**src/rtl/joy_pkg.sv**
```systemverilog
// Shared constants, types and the per-axis SOCD helper for the joystick conditioner.
package joy_pkg;

  localparam logic [1:0] SOCD_LAST    = 2'd0;
  localparam logic [1:0] SOCD_NEUTRAL = 2'd1;
  localparam logic [1:0] SOCD_FIRST   = 2'd2;
  localparam logic [1:0] SOCD_RAW     = 2'd3;

  // Bit positions inside a player's {U,D,L,R} nibble.
  localparam int DIR_U = 3;
  localparam int DIR_D = 2;
  localparam int DIR_L = 1;
  localparam int DIR_R = 0;

  // Vertical is encoded as 0 so the reset value of last_axis is vertical.
  typedef enum logic {
    AXIS_V = 1'b0,
    AXIS_H = 1'b1
  } axis_t;

  // Resolves one axis. held = {A,B} where A is L (or U), the side that wins ties.
  // last_a / first_a are 1 when A was the last / first pressed side.
  function automatic logic [1:0] socd_resolve(input logic [1:0] mode,
                                              input logic [1:0] held,
                                              input logic       last_a,
                                              input logic       first_a);
    logic [1:0] res;
    res = held;
    if (held == 2'b11) begin
      case (mode)
        SOCD_LAST:    res = last_a  ? 2'b10 : 2'b01;
        SOCD_NEUTRAL: res = 2'b00;
        SOCD_FIRST:   res = first_a ? 2'b10 : 2'b01;
        default:      res = held;
      endcase
    end
    return res;
  endfunction

endpackage

```
**src/rtl/joy_conditioner_if.sv**
```systemverilog
// Player-facing bus: raw directions/fire in, conditioned directions/fire out.
interface joy_conditioner_if #(
  parameter int NUM_PLAYERS = 2,
  parameter int FIRE_BITS   = 2
);
  logic [NUM_PLAYERS*4-1:0]         joy_in;
  logic [NUM_PLAYERS*FIRE_BITS-1:0] fire_in;
  logic [NUM_PLAYERS*FIRE_BITS-1:0] af_enable;
  logic [NUM_PLAYERS*4-1:0]         joy_out;
  logic [NUM_PLAYERS*FIRE_BITS-1:0] fire_out;

  // Plain level signals, no handshake: the source drives the raw inputs every
  // cycle and the conditioner presents registered outputs every cycle.
  modport master (output joy_in, fire_in, af_enable, input joy_out, fire_out);
  modport slave  (input joy_in, fire_in, af_enable, output joy_out, fire_out);
endinterface

```
**src/rtl/joy_channel.sv**
```systemverilog
// One player: synchroniser, edge detect, SOCD, 4-way restriction and autofire.
module joy_channel
  import joy_pkg::*;
#(
  parameter int FIRE_BITS   = 2,
  parameter int SYNC_STAGES = 2,
  parameter int AF_DIV      = 3
) (
  input  logic                 clk,
  input  logic                 RESET_N,
  input  logic [1:0]           socd_mode,
  input  logic                 four_way,
  input  logic                 af_tick,
  input  logic [3:0]           joy_raw,
  input  logic [FIRE_BITS-1:0] fire_raw,
  input  logic [FIRE_BITS-1:0] af_enable,
  output logic [3:0]           joy_out,
  output logic [FIRE_BITS-1:0] fire_out
);

  localparam int W = 4 + FIRE_BITS;
  localparam logic [7:0] AF_LAST = 8'(AF_DIV - 1);

  logic [W-1:0] sync_q [SYNC_STAGES];
  logic [W-1:0] s, s_prev, rise;
  logic [3:0] js, jn, joy_d;
  logic [FIRE_BITS-1:0] fs, fn, fire_d, phase_q, phase_d;
  logic [7:0] cnt_q [FIRE_BITS];
  logic [7:0] cnt_d [FIRE_BITS];
  logic last_h, last_v, first_h, first_v;
  logic last_h_d, last_v_d, first_h_d, first_v_d;
  axis_t last_axis, last_axis_d;
  logic [1:0] res_h, res_v;

  assign s    = sync_q[SYNC_STAGES-1];
  assign rise = s & ~s_prev;
  assign js   = s[3:0];
  assign jn   = rise[3:0];
  assign fs   = s[W-1:4];
  assign fn   = rise[W-1:4];

  // Synchroniser chain plus one delayed copy for edge detection.
  always_ff @(posedge clk or negedge RESET_N) begin
    if (!RESET_N) begin
      for (int i = 0; i < SYNC_STAGES; i++) sync_q[i] <= '0;
      s_prev <= '0;
    end else begin
      sync_q[0] <= {fire_raw, joy_raw};
      for (int i = 1; i < SYNC_STAGES; i++) sync_q[i] <= sync_q[i-1];
      s_prev <= s;
    end
  end

  // Next-state of the press-history flags and the resolved direction nibble.
  // The next values feed resolution so a fresh press wins in the same cycle.
  always_comb begin
    last_h_d = last_h;
    if (jn[DIR_L])      last_h_d = 1'b1;
    else if (jn[DIR_R]) last_h_d = 1'b0;
    last_v_d = last_v;
    if (jn[DIR_U])      last_v_d = 1'b1;
    else if (jn[DIR_D]) last_v_d = 1'b0;
    // The side held before the opposite arrived is the opposite of the new one;
    // a simultaneous onset lands on A (L/U).
    first_h_d = first_h;
    if (js[DIR_L] && js[DIR_R] && (jn[DIR_L] || jn[DIR_R])) first_h_d = jn[DIR_R];
    first_v_d = first_v;
    if (js[DIR_U] && js[DIR_D] && (jn[DIR_U] || jn[DIR_D])) first_v_d = jn[DIR_D];
    last_axis_d = last_axis;
    if (jn[DIR_U] || jn[DIR_D])      last_axis_d = AXIS_V;
    else if (jn[DIR_L] || jn[DIR_R]) last_axis_d = AXIS_H;
    res_h = socd_resolve(socd_mode, {js[DIR_L], js[DIR_R]}, last_h_d, first_h_d);
    res_v = socd_resolve(socd_mode, {js[DIR_U], js[DIR_D]}, last_v_d, first_v_d);
    joy_d = {res_v, res_h};
    if (four_way && (|res_v) && (|res_h))
      joy_d = (last_axis_d == AXIS_V) ? {res_v, 2'b00} : {2'b00, res_h};
  end

  // Autofire phase/counter per button; a fresh press starts in the on phase.
  always_comb begin
    for (int b = 0; b < FIRE_BITS; b++) begin
      phase_d[b] = phase_q[b];
      cnt_d[b]   = cnt_q[b];
      if (!fs[b]) begin
        phase_d[b] = 1'b0;
        cnt_d[b]   = 8'd0;
      end else if (fn[b]) begin
        phase_d[b] = 1'b1;
        cnt_d[b]   = 8'd0;
      end else if (af_tick) begin
        if (cnt_q[b] == AF_LAST) begin
          cnt_d[b]   = 8'd0;
          phase_d[b] = ~phase_q[b];
        end else begin
          cnt_d[b] = cnt_q[b] + 8'd1;
        end
      end
      fire_d[b] = af_enable[b] ? (fs[b] & phase_d[b]) : fs[b];
    end
  end

  // State and output registers.
  always_ff @(posedge clk or negedge RESET_N) begin
    if (!RESET_N) begin
      last_h    <= 1'b0;
      last_v    <= 1'b0;
      first_h   <= 1'b0;
      first_v   <= 1'b0;
      last_axis <= AXIS_V;
      phase_q   <= '0;
      for (int b = 0; b < FIRE_BITS; b++) cnt_q[b] <= 8'd0;
      joy_out   <= 4'd0;
      fire_out  <= '0;
    end else begin
      last_h    <= last_h_d;
      last_v    <= last_v_d;
      first_h   <= first_h_d;
      first_v   <= first_v_d;
      last_axis <= last_axis_d;
      phase_q   <= phase_d;
      for (int b = 0; b < FIRE_BITS; b++) cnt_q[b] <= cnt_d[b];
      joy_out   <= joy_d;
      fire_out  <= fire_d;
    end
  end

endmodule

```
**src/rtl/joy_conditioner.sv**
```systemverilog
// Multi-player joystick conditioner: rotation mux in front of one channel per player.
module joy_conditioner
  import joy_pkg::*;
#(
  parameter int NUM_PLAYERS = 2,
  parameter int FIRE_BITS   = 2,
  parameter int SYNC_STAGES = 2,
  parameter int AF_DIV      = 3
) (
  input  logic             clk,
  input  logic             RESET_N,
  input  logic             rotate,
  input  logic [1:0]       socd_mode,
  input  logic             four_way,
  input  logic             af_tick,
  joy_conditioner_if.slave bus
);

  logic [NUM_PLAYERS*4-1:0]         joy_out_w;
  logic [NUM_PLAYERS*FIRE_BITS-1:0] fire_out_w;

  assign bus.joy_out  = joy_out_w;
  assign bus.fire_out = fire_out_w;

  for (genvar p = 0; p < NUM_PLAYERS; p++) begin : g_player
    logic [3:0] j_raw, j_eff;
    assign j_raw = bus.joy_in[4*p +: 4];
    // Horizontal cabinet: U<-L, D<-R, L<-D, R<-U.
    assign j_eff = rotate ? {j_raw[DIR_L], j_raw[DIR_R], j_raw[DIR_D], j_raw[DIR_U]} : j_raw;

    joy_channel #(
      .FIRE_BITS   (FIRE_BITS),
      .SYNC_STAGES (SYNC_STAGES),
      .AF_DIV      (AF_DIV)
    ) u_channel (
      .clk       (clk),
      .RESET_N   (RESET_N),
      .socd_mode (socd_mode),
      .four_way  (four_way),
      .af_tick   (af_tick),
      .joy_raw   (j_eff),
      .fire_raw  (bus.fire_in[FIRE_BITS*p +: FIRE_BITS]),
      .af_enable (bus.af_enable[FIRE_BITS*p +: FIRE_BITS]),
      .joy_out   (joy_out_w[4*p +: 4]),
      .fire_out  (fire_out_w[FIRE_BITS*p +: FIRE_BITS])
    );
  end

endmodule
```
**src/flat_wrapper.sv**
```systemverilog
// flat-port wrapper written by rule: the top's interface ports become plain ports
module joy_conditioner_flat import joy_pkg::*;
#(
  parameter int NUM_PLAYERS = 2,
  parameter int FIRE_BITS   = 2,
  parameter int SYNC_STAGES = 2,
  parameter int AF_DIV      = 3
)
  (clk, RESET_N, rotate, socd_mode, four_way, af_tick, bus_joy_in, bus_fire_in, bus_af_enable, bus_joy_out, bus_fire_out);
  joy_conditioner_if #(.NUM_PLAYERS(NUM_PLAYERS), .FIRE_BITS(FIRE_BITS)) bus_i ();
  input  logic clk;
  input  logic RESET_N;
  input  logic rotate;
  input  logic [1:0] socd_mode;
  input  logic four_way;
  input  logic af_tick;
  input wire logic [$bits(bus_i.joy_in)-1:0] bus_joy_in;
  input wire logic [$bits(bus_i.fire_in)-1:0] bus_fire_in;
  input wire logic [$bits(bus_i.af_enable)-1:0] bus_af_enable;
  output wire logic [$bits(bus_i.joy_out)-1:0] bus_joy_out;
  output wire logic [$bits(bus_i.fire_out)-1:0] bus_fire_out;
  assign bus_i.joy_in = bus_joy_in;
  assign bus_i.fire_in = bus_fire_in;
  assign bus_i.af_enable = bus_af_enable;
  assign bus_joy_out = bus_i.joy_out;
  assign bus_fire_out = bus_i.fire_out;
  joy_conditioner #(.NUM_PLAYERS(NUM_PLAYERS), .FIRE_BITS(FIRE_BITS), .SYNC_STAGES(SYNC_STAGES), .AF_DIV(AF_DIV)) u_core (.clk(clk), .RESET_N(RESET_N), .rotate(rotate), .socd_mode(socd_mode), .four_way(four_way), .af_tick(af_tick), .bus(bus_i));
endmodule
```
**config.mk**
```make
export PLATFORM = sky130hd
export DESIGN_NAME = joy_conditioner_flat
export DESIGN_NICKNAME = d
export VERILOG_FILES = /design/src/rtl/joy_pkg.sv /design/src/rtl/joy_conditioner_if.sv /design/src/rtl/joy_channel.sv /design/src/rtl/joy_conditioner.sv /design/src/flat_wrapper.sv
export SDC_FILE = /design/constraint.sdc
export NUM_CORES = 1
export LEC_CHECK = 0
export BUFFER_PORTS_ARGS = -buffer_cell sky130_fd_sc_hd__buf_2
export CAP_MARGIN = 0
export CORE_MARGIN = 3
export CORE_UTILIZATION = 50
export CTS_BUF_LIST = sky130_fd_sc_hd__clkbuf_16
export DETAILED_ROUTE_END_ITERATION = 6
export MAX_ROUTING_LAYER = met4
export PLACE_DENSITY_LB_ADDON = 0.12
export SYNTH_ARGS = -nofsm -noshare
export SYNTH_HDL_FRONTEND = slang
export SYNTH_SLANG_ARGS = --single-unit
```
**constraint.sdc**
```tcl
create_clock -name clk -period 2.1 [get_ports clk]
set_input_delay 0.525 -clock clk [delete_from_list [all_inputs] [get_ports clk]]
set_output_delay 0.525 -clock clk [all_outputs]
set_load 0.01 [all_outputs]
```
==> flow_metrics.tcl <==
set metrics [dict create \
    mostFrequentLayoutCell "dfrtp_1" \
    hold_path_class "in2async" \
    post-cts-setup-buffers 0 \
    grt_pass1_vias 2849 \
    clock_path_buffers 2 \
    syn_nets 403 \
    worstRegToRegCells 7 \
    initial_utilization_pct 52.26 \
    grt_pass1_wl_um 13020 \
    gp_congestion 0.8638 \
    die_h_um 96.57 \
    ys_ff_latch 94 \
    yosys-top-cells-area "dfrtp_1 57%, nand2_1 3.6%, o21ai_0 2.7%, ha_1 2.4%, nand3_1 2.2%" \
    wl_per_cell_um 14.24 \
    grt_use_met3_pct 5.422 \
    avgSynthCellArea_um2 11.03 \
    cts_sinks 94 \
    period_minus_slack_ps 1962 \
    synth_area_um2 4101 \
    critPathCapture "u_core.g_player[1].u_channel.cnt_q[2]" \
    timing.rr.end "u_core.g_player[1].u_channel.cnt_q[2]" \
    ys_seq_area_share_pct 57.35 \
    drc 0 \
    cts_tree "done" \
    r2r-start "u_core.g_player[1].u_channel.cnt_q[0]" \
    run_status "completed" \
    worst_clock_skew_ps 7.263 \
    final_cell_mix "94 x dfrtp_1, 39 x nand2_1, 33 x buf_2" \
    yosys_warnings 0 \
    ir_drop_v 0.0004138 \
    dpl.hpwl_um 5239 \
    rows 32 \
    first_iter_violations 144 \
    viasPerCell 5.698 \
    ys.flop_type "dfrtp_1" \
    antenna_found_initial 0 \
    antenna_cells 0 \
    port_buffers 34 \
    insertion_delay_ps 340 \
    critPathLaunchType "flip-flop" \
    cts_root_buffer "clkbuf_16" \
    fin_setup_tns_ps 0 \
    tightest_slew_ps 675.3 \
    vias 2986 \
    die-area_um2 9326 \
    rsz0062_at_grt "false" \
    h-tree-depth 3 \
    synth.distinct_cells 52 \
    hold_buffers 0 \
    area_delta_synth_final_pct 16.26 \
    post-synth-top-area-fraction_pct 57.35 \
    rrSetupSlack_ps 140 \
    slew_violations 0 \
    netlist_instances 372 \
    die_w_um 96.57 \
    drive_above_1_share_pct 18.01 \
    final-setup-viol-count 0 \
    endpoint_kind "flip-flop" \
    fin_crit_sh_pct 93.44 \
    top_usage_layer "met2" \
    grt_use_met1_pct 26.01 \
    totalWireLength_um 7460 \
    synth_async_sr_flop_share_pct 100.0 \
    synth_area_leader_cell "dfrtp_1" \
    cts_buffers 9 \
    worstPathArrival_ps 2190 \
    grt_usage_pct 18.79 \
    grt_remaining_overflow 0 \
    post_cts_resized 0 \
    relSlewSlack_pct 54.57 \
    grt_max_degree 37 \
    hold_violations 0 \
    synth_edf_count 0 \
    nets 448 \
    critPathKind "reg2reg" \
    p_leak_nw 2.116 \
    grt_use_met2_pct 26.78 \
    maxCapViolCount 0 \
    ant_nets 0 \
    drt-pass1-iter-count 4 \
    core_um2 7848 \
    p_total_mw 4.106 \
    required_ps 2320 \
    cts.clk_slew.worst_paths_ps 70 \
    powerDensity_nw_per_um2 861.1 \
    max_freq_mhz 509.6 \
    num_io_pins 35 \
    cp_max_fo 9 \
    critPathLaunch "u_core.g_player[1].u_channel.cnt_q[0]" \
]
==> power breakdown <==
part	switching [mW]	internal (mW)
clock network	0.712	1.06
logic	0.189	0.142
registers	0.0751	1.93
==> state kept, by name, indices dropped and copies added, names as in the netlist, 4 cells and up <==
signal                              count
u_core.g_player.u_channel.sync_q       12
u_core.g_player.u_channel.fire_out      4
u_core.g_player.u_channel.phase_q       4
u_core.g_player.u_channel.cnt_q        32
u_core.g_player.u_channel.s_prev       12
u_core.g_player.u_channel.joy_out       8
u_core.g_player.u_channel.s            12
==> worst max-delay path, cell delays in order (launching register included) <==
cell,delay (ps)
dfrtp_1,430
inv_1,80
ha_1,130
or4b_4,480
o41ai_4,210
buf_4,200
nor3b_1,60
a221o_1,250
==> per-layer routing <==
metal  routed length, µm  vias to the layer above
met5                   0                        -
met4                  76                        0
met3                 383                        9
met2                3426                       67
met1                3574                     1447
li1                    -                     1463
==> area by class of cell <==
| class | count | area [µm²] |
|---|---|---|
| Clock buffer | 9 | 225.2 |
| Fill cell | 676 | 3079 |
| Clock inverter | 7 | 102.6 |
| Timing Repair Buffer | 41 | 237.7 |
| Inverter | 21 | 78.83 |
| Tap cell | 102 | 127.6 |
| Multi-Input combinational cell | 250 | 1644 |
| Sequential cell | 94 | 2352 |
==> cells by family after synthesis <==
logic type,count (synthesis),share of synthesized area [%]
buffers and inverters,28,2.563
AOI/OAI and AO/OA,94,16.02
xor gates and xnor gates,5,1.068
and+or+nand+nor,130,17.14
muxes,13,3.417
DFF,94,57.35
adders and majority gates,8,2.441
==> how the worst min path moves through the flow <==
stage                                                       end  depth (start not counted)                                    start
after floorplan           u_core.g_player[0].u_channel.cnt_q[0]                          0                                  RESET_N
after global placement        u_core.g_player[0].u_channel.s[2]                          0   u_core.g_player[0].u_channel.sync_q[8]
after detailed placement      u_core.g_player[0].u_channel.s[4]                          0  u_core.g_player[0].u_channel.sync_q[10]
after CTS                   u_core.g_player[1].u_channel.last_v                          1                                  RESET_N
after global routing        u_core.g_player[1].u_channel.last_v                          1                                  RESET_N
final                       u_core.g_player[1].u_channel.last_v                          1                                  RESET_N
==> cells in the mapped netlist, types with 2 or more instances <==
cell type / n
dfrtp_1: 94
nand2_1: 39
o21ai_0: 22
inv_1: 21
nand3_1: 18
a21oi_1: 16
nor2_1: 12
nand4_1: 11
a31oi_1: 8
ha_1: 8
mux2_2: 8
nand2b_1: 8
nor2b_1: 8
and3_1: 6
clkbuf_1: 6
o2bb2ai_1: 6
a21o_1: 5
a311oi_1: 5
mux2i_1: 5
a211oi_1: 4
nand3b_1: 4
or3_1: 4
xor2_1: 4
and4b_1: 3
nor3_1: 3
nor4b_1: 3
o211ai_1: 3
a21boi_0: 2
a221oi_1: 2
a22oi_1: 2
a31o_2: 2
and4_1: 2
nor3b_1: 2
o21bai_1: 2
o221a_2: 2
o22ai_1: 2
o311ai_0: 2
o31ai_1: 2
or2_2: 2
or3_2: 2
==> metrics by stage <==
step	worst slack, ps	util [%]	cell area [µm²]	hold WS, ps	std cells
global placement	200.8	56.58	4441	331.3	508
CTS	128.5	60.76	4768	141.8	524
finish	137.7	60.76	4768	128.4	524
floorplan	215.8	-	4101	229.4	372
detailed placement	152.8	56.58	4441	335.6	508
global route	53.65	60.76	4768	153.4	524
Power figures use the tool's default switching activity.
